## config.mk

```make
export PLATFORM = sky130hd
export DESIGN_NAME = ad_ip_jesd204_tpl_dac_start_ctrl
export DESIGN_NICKNAME = d
export VERILOG_FILES = /design/src/rtl/ad_ip_jesd204_tpl_dac_start_ctrl.sv
export SDC_FILE = /design/constraint.sdc
export NUM_CORES = 1
export LEC_CHECK = 0
export CAP_MARGIN = 20
export CORE_UTILIZATION = 49
export DETAILED_ROUTE_END_ITERATION = 16
export PLACE_DENSITY = 0.76
export RECOVER_POWER = 50
export SYNTH_ARGS = -nofsm -noshare
export SYNTH_HDL_FRONTEND = slang
export SYNTH_SLANG_ARGS = --single-unit
```

## constraint.sdc

```tcl
create_clock -name link_clk -period 1.9 [get_ports link_clk]
set_input_delay 0.285 -clock link_clk [delete_from_list [all_inputs] [get_ports link_clk]]
set_output_delay 0.285 -clock link_clk [all_outputs]
set_load 0.03 [all_outputs]
```

## src/rtl/ad_ip_jesd204_tpl_dac_start_ctrl.sv

```systemverilog
// DAC transfer start sequencer: arm -> (optional external trigger) -> dac_sync pulse
// -> programmable delay -> data enable, with underflow accounting and fault stop.
module ad_ip_jesd204_tpl_dac_start_ctrl #(
    parameter int SYNC_CYCLES = 4,
    parameter int UNF_LIMIT   = 16,
    parameter int CNT_WIDTH   = 16
) (
    input  logic                 link_clk,
    input  logic                 link_resetn,
    input  logic                 arm,
    input  logic                 disarm,
    input  logic                 ext_sync_en,
    input  logic                 ext_sync,
    input  logic [7:0]           start_delay,
    input  logic                 unf_stop,
    input  logic                 clr_unf,
    input  logic                 link_ready,
    input  logic                 dac_dunf,
    output logic                 dac_sync,
    output logic                 data_gate,
    output logic [2:0]           state,
    output logic [CNT_WIDTH-1:0] unf_count,
    output logic                 unf_fault
);

    typedef enum logic [2:0] {
        IDLE  = 3'd0,
        ARMED = 3'd1,
        SYNC  = 3'd2,
        DELAY = 3'd3,
        RUN   = 3'd4
    } state_t;

    localparam logic [7:0]           SYNC_LAST = 8'(SYNC_CYCLES - 1);
    localparam logic [7:0]           UNF_LAST  = 8'(UNF_LIMIT - 1);
    localparam logic [7:0]           UNF_SAT   = 8'(UNF_LIMIT);
    localparam logic [CNT_WIDTH-1:0] CNT_MAX   = '1;

    state_t               state_reg, state_next;
    logic                 ext_sync_reg;
    logic [7:0]           phase_cnt_reg, phase_cnt_next;
    logic [7:0]           delay_len_reg, delay_len_next;
    logic [7:0]           cons_reg, cons_next;
    logic [CNT_WIDTH-1:0] unf_count_reg, unf_count_next;
    logic                 unf_fault_reg, unf_fault_next;

    logic unf_cycle;
    logic unf_trip;

    assign unf_cycle = (state_reg == RUN) && dac_dunf && link_ready;
    // A clear in the same cycle suppresses the trip as well as the count.
    assign unf_trip  = unf_cycle && !clr_unf && (cons_reg == UNF_LAST);

    always_comb begin
        state_next     = state_reg;
        delay_len_next = delay_len_reg;
        phase_cnt_next = phase_cnt_reg;

        case (state_reg)
            IDLE: begin
                if (arm && !disarm) begin
                    state_next = ext_sync_en ? ARMED : SYNC;
                end
            end
            ARMED: begin
                if (ext_sync && !ext_sync_reg) begin
                    state_next = SYNC;
                end
            end
            SYNC: begin
                if (phase_cnt_reg == SYNC_LAST) begin
                    delay_len_next = start_delay;
                    state_next     = (start_delay != 8'd0) ? DELAY : RUN;
                end
            end
            DELAY: begin
                if (phase_cnt_reg == delay_len_reg - 8'd1) begin
                    state_next = RUN;
                end
            end
            RUN: begin
                if (unf_trip && unf_stop) begin
                    state_next = IDLE;
                end
            end
            default: state_next = IDLE;
        endcase

        if (disarm && state_reg != IDLE) begin
            state_next = IDLE;
        end

        // Shared phase counter restarts on every state change.
        if (state_next != state_reg) begin
            phase_cnt_next = 8'd0;
        end else if (state_reg == SYNC || state_reg == DELAY) begin
            phase_cnt_next = phase_cnt_reg + 8'd1;
        end
    end

    always_comb begin
        unf_count_next = unf_count_reg;
        unf_fault_next = unf_fault_reg;
        cons_next      = cons_reg;

        if (clr_unf) begin
            unf_count_next = '0;
            unf_fault_next = 1'b0;
            cons_next      = 8'd0;
        end else begin
            if (unf_cycle && unf_count_reg != CNT_MAX) begin
                unf_count_next = unf_count_reg + CNT_WIDTH'(1);
            end
            if (unf_trip) begin
                unf_fault_next = 1'b1;
            end
            if (!unf_cycle || state_next != RUN) begin
                cons_next = 8'd0;
            end else if (cons_reg != UNF_SAT) begin
                cons_next = cons_reg + 8'd1;
            end
        end
    end

    always_ff @(posedge link_clk or negedge link_resetn) begin
        if (!link_resetn) begin
            state_reg     <= IDLE;
            ext_sync_reg  <= 1'b0;
            phase_cnt_reg <= 8'd0;
            delay_len_reg <= 8'd0;
            cons_reg      <= 8'd0;
            unf_count_reg <= '0;
            unf_fault_reg <= 1'b0;
        end else begin
            state_reg     <= state_next;
            ext_sync_reg  <= ext_sync;
            phase_cnt_reg <= phase_cnt_next;
            delay_len_reg <= delay_len_next;
            cons_reg      <= cons_next;
            unf_count_reg <= unf_count_next;
            unf_fault_reg <= unf_fault_next;
        end
    end

    assign state     = state_reg;
    assign dac_sync  = (state_reg == SYNC);
    assign data_gate = (state_reg == RUN);
    assign unf_count = unf_count_reg;
    assign unf_fault = unf_fault_reg;

endmodule

```

======== After elaboration in Yosys (flattened, before gate mapping) ========
Cells that the tools add are included.
word-level totals
  register bits after elaboration ......... 45
  bits of input ports ..................... 18
  output and inout bits ................... 22
  logic and storage cells ................. 63
cells by class
  $add $sub $neg .......................... 4
  eq/ne operators ......................... 11
  multiplexer cells ....................... 18
  reductions and logical operators ........ 23
operators with widths
  cell                     number
  $mux W8                  5
  $mux W16                 2
  $mux W3                  7
  $add A16 B1 Y16 const B  1
  $add A8 B1 Y8 const B    2
  $ne A16 B16 Y1 const B   1
  $pmux W3 S5              1
  $logic_and A1 B1 Y1      9
  $eq A8 B2 Y1 const B     1
  $eq A8 B4 Y1 const B     1
  $eq A8 B8 Y1             1
  $ne A8 B5 Y1 const B     1
  $reduce_bool A8 Y1       1
  $sub A8 B1 Y8 const B    1
  $eq A3 B2 Y1 const B     2
  $reduce_bool A2 Y1       3
  $reduce_bool A3 Y1       2
  $logic_not A1 Y1         4
  $eq A3 B1 Y1 const B     1
  $eq A3 B3 Y1 const B     1
  $logic_not A3 Y1         1
  $ne A3 B3 Y1             1
  $ne A3 B3 Y1 const B     1
  $logic_or A1 B1 Y1       2
  3 further kinds          4

======== Logic depth before layout (Yosys ltp) ========
Gate-level depths: netlist (run 1).
  word-level depth ........................ 13
  mapped depth ............................ 9
  depth with buffers taken out ............ 9

======== Least setup slack after synthesis (run 1) ========
Ideal clock, no wire load.
  path type ............................... register to register
  from .................................... register unf_count_reg[3] (netlist: unf_count[3])
  to ...................................... register unf_count_reg[15] (netlist: unf_count[15])
  arrival time ............................ 1.997 ns
  required time ........................... 1.822 ns
  path slack .............................. -0.175 ns
  stages on the path, launching flop included .. 8
  buffers on the path ..................... 0
  clock period less this slack ............ 2.075 ns
  cells stage by stage .................... dfrtp_1 and4_4 and3_4 and4_4 a211oi_4 nand2_1 or3_1 a21oi_1
on the way
  word-level cells in the longest chain between the ends .. 3
  elaborated cells on any way between the ends .. 6
ends and longest elaborated chain
  element                                                   RTL line  text
  start, declared                                           44        logic [CNT_WIDTH-1:0] unf_count_reg, unf_count_next;
  start signal, assigned                                    140       unf_count_reg <= unf_count_next;
  $add A16 B1 Y16 / $ne A16 B16 Y1 (equally long branches)  112, 111
  $mux W16 / $logic_and A1 B1 Y1 (equally long branches)    111       if (unf_cycle && unf_count_reg != CNT_MAX) begin
  $mux W16 / $reduce_bool A2 Y1 (equally long branches)     -
Parallel ways exist; a longest one is shown, timed or not. The select of a mux whose other input is x is not followed.
A chain may end at the register's enable or synchronous reset.

======== Final worst setup path (run 1) ========
  from .................................... register delay_len_reg[0]
  to ...................................... register phase_cnt_reg[0]
on the way
  word-level cells in the longest chain between the ends .. 7
  elaborated cells on any way between the ends .. 8
ends and longest elaborated chain
  element                                               RTL line  text
  start, declared                                       42        logic [7:0] delay_len_reg, delay_len_next;
  start signal, assigned                                138       delay_len_reg <= delay_len_next;
  $sub A8 B1 Y8 *                                       77        if (phase_cnt_reg == delay_len_reg - 8'd1) begin
  $eq A8 B8 Y1 *                                        77
  $mux W3 *                                             77
  $pmux W3 S5 *                                         59        case (state_reg)
  $mux W3 *                                             89        if (disarm && state_reg != IDLE) begin
  $ne A3 B3 Y1 *                                        94        if (state_next != state_reg) begin
  $mux W8 / $reduce_bool A2 Y1 (equally long branches)  -
  end signal, assigned                                  137       phase_cnt_reg <= phase_cnt_next;
  end, declared                                         41        logic [7:0] phase_cnt_reg, phase_cnt_next;
Every way passes the cells marked *; elsewhere a longest branch is shown, timed or not.

==> metrics.cfg, run 1 <==
[synthesis]
synth_edf_count=0
synth_cell_types=53
avgSynthCellArea_um2=9.26
ys.flop_type=dfrtp_1
synth_cells=285
synth_xor_area_frac=0.116
synth_nets=308
synth.area.mux_share=0.0374
synth_top_family_by_area=simple AND/OR/NAND/NOR gates
yosysTopAreaCell=dfrtp_1
yosysWarnings=0
ys_seq_elements=45
synth-seq-area-share=0.427
syn-cell-area_mm2=0.00264
synth_area_leaders=dfrtp_1 43%, xor2_1 8.6%, nor2_1 6.4%, nand2_1 4.3%, xnor2_1 3.0%
synthAdderAreaFrac=0.0237
ys_async_sr_fraction=1.00
synthSimpleGateAreaFrac=0.267
synth_compound_area_frac=0.102
synth_top_area_frac=0.427

[timing]
tns_ns=-2.35
slew_headroom=0.419
fin_crit_sh=1.11
final_max_slew_viol_count=0
rsz0062_at_grt=true
fin_worst_skew_ns=0.00819
finalWorstSetupSlack_ns=-0.204
finalSetupViolCount=19
tightestPinTransition_ns=0.872
finalHoldViolations=0
period_needed_ns=2.10
max_clock_freq_mhz=475

[global_route]
antenna_found_initial=0
grtUsageTotal=0.243
grt_pass1_wl_um=10300
grt_pass1_vias=2269
grt_remaining_overflow=0
grt_max_degree=31

[routing]
via_per_inst=5.44
drc=0
drt-initial-drc-count=153
post_drt_wl_per_cell_um=15.3
final_antenna_net_count=0
vias=2438
wirelength_um=6840
first_pass_iters=4

[min_path]
min_path_type=flip-flop to flip-flop
min_to=unf_fault
min_from=unf_fault
hold_path_depth=2

[layout]
largest_reg_flops=16
antenna_cells=0
fin_cells=448
final_area_mm2=0.00380
drive_above_1_share=0.317
area_delta_synth_final_pct=43.9
nets=400

[placed_design]
dp_cells=433
place.gp.congestion=0.872
dp_hpwl_um=4780
placed_area_mm2=0.00349
port_buffers=39

[clocking]
cts_root_buf=clkbuf_8
cts-buffers-inserted=5
clock_latency_ns=0.30
htreeDepth=2
cts.sinks=45
cts_tree=built
clk_pin_slew_ns=0.08
clk_path_buf_depth=2

[setup_path]
reg2reg_to=phase_cnt_reg[0]
reg2reg_slack_ns=-0.20
crit_path_start_kind=flip-flop
path_max_fanout=8
worstSetupPathType=flip-flop to flip-flop
r2r_cells=9
cp_data_required_time_ns=2.09
cp_data_arrival_time_ns=2.30
reg2reg_from=delay_len_reg[0]
cp-end-kind=flip-flop

[outcome]
outcome=finished with violations
violations=setup timing

[die]
die_h_um=75.4
dieArea_mm2=0.00569
initial_core_util=0.514
die_w_um=75.4
num_rows=26
io_pins=40
core-area_mm2=0.00514

[job]
cap_violations=0

[pwr]
power.density_mw_per_mm2=889
p_leak_nw=1.60
peakVddDrop_mv=0.592

-- cell usage after synthesis, drive strengths merged (5+ instances only) --
cell,number
xnor2,9
ha,5
nor2,45
xor2,26
inv,8
a21oi,10
buf,5
nand4,6
mux2,7
nand3,14
clkbuf,5
o21ai,7
dfrtp,45
nor3,9
nand2,30
-- cell usage in the layout (no fill, tap or decap), types with 4 or more instances in the layout --
cell and instances:
a21oi_1 8, buf_4 48, buf_6 5, clkbuf_8 5
clkdlybuf4s50_1 35, dfrtp_1 38, dfrtp_2 7, inv_1 6
nand2_1 27, nand2b_1 4, nand3_1 10, nand4_1 6
nor2_1 38, nor2_2 5, nor3_1 5, o21ai_0 6
xnor2_1 8, xor2_1 25
-- power breakdown --
part,internal (mW),switching (mW),total (mW)
clock,0.261,0.332,0.593
sequential,1.07,0.145,1.21
combinational,0.768,0.802,1.57
-- cell type report --
| class | instances | area (µm²) |
|---|---|---|
| Sequential cell | 45 | 1130 |
| Clock inverter | 1 | 7.51 |
| Fill cell | 365 | 1340 |
| Tap cell | 70 | 87.6 |
| Inverter | 8 | 30.0 |
| Multi-Input combinational cell | 222 | 1630 |
| Timing Repair Buffer | 95 | 832 |
| Clock buffer | 7 | 76.3 |
-- worst max-delay path by stage --
stage	slack, ns	endpoint	depth (start not counted)	start
floorplan	-0.08	unf_count[15]	7	unf_count[3]
global placement	-0.20	phase_cnt_reg[3]	8	delay_len_reg[0]
detailed placement	-0.32	phase_cnt_reg[1]	10	start_delay[4]
CTS	-0.19	phase_cnt_reg[1]	9	delay_len_reg[1]
global route	-0.29	phase_cnt_reg[1]	10	delay_len_reg[3]
finish	-0.20	phase_cnt_reg[0]	9	delay_len_reg[0]
-- timing repair --
action | 4_1_cts | 5_1_grt
setup endpoints to repair | 22 | 27
endpoints found under the hold margin | 15 | 0
pin swaps | 5 | 30
hold buffers | 1 | 0
buffers inserted | 0 | 6
resized for setup | 12 | 36
-- logic make-up (layout without fill, tap and decap cells) --
logic type / after synthesis / count (layout)
buffers and inverters: 18 / 111
AO/OA/AOI/OAI: 36 / 36
flip-flops: 45 / 45
AND/OR/NAND/NOR: 137 / 137
multiplexers: 9 / 9
XOR/XNOR: 35 / 35
adder cells (fa/ha/maj): 5 / 5
-- critical path, cell delays in order, from the launching register on --
cell	delay, ns
dfrtp_2	0.46
inv_2	0.10
ha_4	0.16
a21oi_2	0.03
a311o_1	0.28
a211oi_2	0.29
o21ai_2	0.15
o311ai_4	0.30
buf_6	0.17
nor2_1	0.05
-- metrics by stage --
stage               setup slack, ns  hold WS, ns  utilization  power, mW
finish                       -0.204        0.510        0.739       3.38
global route                 -0.285        0.550        0.739       3.56
CTS                          -0.187        0.437        0.705       3.24
detailed placement           -0.316        0.236        0.679       2.59
global placement             -0.199        0.231        0.679       2.55
floorplan                   -0.0754      -0.0106            -       2.06
-- routing by layer --
metal | wire, µm | part of all wire | global-route usage | vias up
li1 | - | - | - | 1171
met1 | 2940 | 0.43 | 0.318 | 1189
met2 | 3390 | 0.50 | 0.401 | 65
met3 | 364 | 0.053 | 0.0569 | 13
met4 | 145 | 0.021 | 0.0761 | 0
met5 | 0 | 0 | 0 | -
Power figures use the tool's default switching activity.
==> inputs of run 2 (changes only) <==
--- a/constraint.sdc
+++ b/constraint.sdc
@@ -3,2 +3,2 @@
 set_output_delay 0.285 -clock link_clk [all_outputs]
-set_load 0.03 [all_outputs]
+set_load 0.005 [all_outputs]
==> metrics.cfg, run 2 (same netlist as run 1, synthesis figures left out) <==
[outcome]
outcome=finished with violations
violations=setup timing

[layout]
final_core_util=0.750  ; +0.0107
drive_above_1_share=0.306  ; -0.0118
final_cell_mix=54 x buf_4, 44 x dfrtp_1, 38 x nor2_1
final_common_cell=buf_4
nets=409  ; +2.3%
largest_reg_flops=16  ; unchanged
area_delta_synth_final_pct=46.0
antenna_cells=0  ; unchanged
fillers=377  ; +3.3%
fin_cells=456  ; +1.8%

[routing]
via_per_inst=5.33  ; -2.1%
final_antenna_net_count=0  ; unchanged
wl_met3_um=292  ; -20%
vias=2429  ; -0.37%
wirelength_um=6920  ; +1.2%
drt-initial-drc-count=154  ; +0.65%
wl_met2_um=3460  ; +2.1%
post_drt_wl_per_cell_um=15.2  ; -0.60%
wl_met1_um=3100  ; +5.5%
drc=0  ; unchanged
first_pass_iters=4  ; unchanged
top_layer=met4

[setup_path]
crit_path_start_kind=flip-flop
crit_buf_inv=2  ; unchanged
worstSetupPathType=flip-flop to flip-flop
cp_data_arrival_time_ns=2.25  ; -0.05 ns
crit_path_top_delay_cell=dfrtp_1
cp_data_required_time_ns=2.08  ; about the same
cp-end-kind=flip-flop
critical-path-top-delay-family=compound AO/OA/AOI/OAI gates
slowest_delay_ns=0.44  ; -0.02 ns
crit_chain=inv_2 > ha_4 > xor2_1 > nand3_1 > a211oi_2 > o21ai_2 > o311ai_4 > buf_6 > nor2_1
path_max_fanout=8  ; unchanged

[clocking]
htreeDepth=2  ; unchanged
clk_pin_slew_ns=0.08  ; about the same
clock_latency_ns=0.30  ; about the same
cts_root_buf=clkbuf_8
cts_tree=built
clk_path_buf_depth=2  ; unchanged
cts-buffers-inserted=5  ; unchanged
cts.sinks=45  ; unchanged

[die]
num_rows=26  ; unchanged
die_w_um=75.4  ; unchanged
initial_core_util=0.514  ; unchanged
io_pins=40  ; unchanged
dieArea_mm2=0.00569  ; unchanged
core-area_mm2=0.00514  ; unchanged
die_h_um=75.4  ; unchanged

[pwr]
power.density_mw_per_mm2=901  ; +1.3%
peakVddDrop_mv=0.583  ; -1.5%
p_leak_nw=1.66  ; +3.9%

[global_route]
antenna_found_initial=0  ; unchanged
grt_pass1_vias=2307  ; +1.7%
grtUsageTotal=0.245  ; +0.00204
grt_pass1_wl_um=10400  ; +1.1%
grt_remaining_overflow=0  ; unchanged
grt_max_degree=19  ; -39%

[job]
cap_violations=0  ; unchanged

[timing]
finalSetupViolCount=20  ; +1
period_needed_ns=2.07  ; -0.0316 ns
final_max_slew_viol_count=0  ; unchanged
finalHoldViolations=0  ; unchanged
max_clock_freq_mhz=482  ; +1.5%
slew_headroom=0.358  ; -0.0611
rsz0062_at_grt=true
fin_crit_sh=1.09  ; -0.0166
tightestPinTransition_ns=0.963  ; +0.0916 ns
fin_worst_skew_ns=0.0156  ; +0.00739 ns
finalWorstSetupSlack_ns=-0.173  ; +0.0316 ns

[placed_design]
place.gp.congestion=0.850  ; -2.5%
dp_cells=438  ; +1.2%
port_buffers=39  ; unchanged
dp_hpwl_um=4770  ; -0.32%

[min_path]
min_path_type=flip-flop to flip-flop

run 2: cell count changes in the layout (fill, tap and decap cells not counted), moves of 2 or more:
cell      change
clkbuf_2      +2
mux2_4        -3
dfrtp_2       -6
buf_4         +6
clkbuf_1      -2
mux2_2        +3
nor3_2        -2
buf_6         +2
nand2_2       -3
dfrtp_1       +6
nor3_1        +2
nand2_1       +2
run 2: worst min-delay path, cell delays in order, from the launching register on:
cell and delay [ns]:
dfrtp_1 0.35, a21oi_1 0.04, nor2_1 0.08
run 2: final cells by class:
cell class                      instances  area, µm²  share of cell area
Timing Repair Buffer                  104        906               0.235
Tap cell                               70       87.6              0.0227
Inverter                                8       30.0             0.00779
Sequential cell                        45       1130               0.293
Clock inverter                          2       35.0             0.00909
Multi-Input combinational cell        222       1600               0.415
Clock buffer                            5       68.8              0.0179
run 2: per-layer routing:
layer / up-vias / track usage
met5: - / 0
met4: 0 / 0.0597
li1: 1191 / -
met3: 6 / 0.0489
met2: 61 / 0.431
met1: 1171 / 0.311
run 2: path summary, 6_finish.rpt:
path / endpoint / depth (start not counted) / slack, ns / startpoint
setup / recovery: phase_cnt_reg[4] / 9 / -0.17 / delay_len_reg[0]
hold / removal: unf_fault / 2 / 0.51 / unf_fault
setup reg to reg: phase_cnt_reg[4] / 9 / -0.17 / delay_len_reg[0]
hold reg to reg: unf_fault / 2 / 0.51 / unf_fault
max in group asynchronous: state[2] / 3 / 0.26 / link_resetn
min in group asynchronous: delay_len_reg[0] / 2 / 0.69 / link_resetn
run 2: what timing repair did:
action	4_1_cts	5_1_grt
gates resized for setup	11	27
setup endpoints to repair	21	26
hold buffers	1	0
setup buffers	3	7
hold endpoints to repair	15	0
pin swaps	6	24
run 2: through the flow:
step	hold slack (ns)	power, mW	worst slack (ns)	setup TNS [ns]	cell area [µm²]
floorplan	-0.0106	2.00	-0.0177	-0.0216	2680
global placement	0.230	2.52	-0.242	-3.81	3510
detailed placement	0.230	2.57	-0.269	-4.12	3510
CTS	0.452	3.39	-0.158	-1.37	3690
global route	0.535	3.65	-0.257	-4.04	3850
finish	0.509	3.47	-0.173	-2.01	3850
run 2: power breakdown:
group,switching (mW),internal [mW],leakage (nW),total [mW]
Combinational,0.771,0.811,0.994,1.58
Sequential,0.120,1.06,0.612,1.18
Clock,0.322,0.383,0.0540,0.705
Total,1.21,2.26,1.66,3.47
==> inputs of run 3 (changes only) <==
Settings changed: SLEW_MARGIN from default to 5.
==> results of run 3 <==
The final DEF is identical to that of run 2; final timing and power are the same.
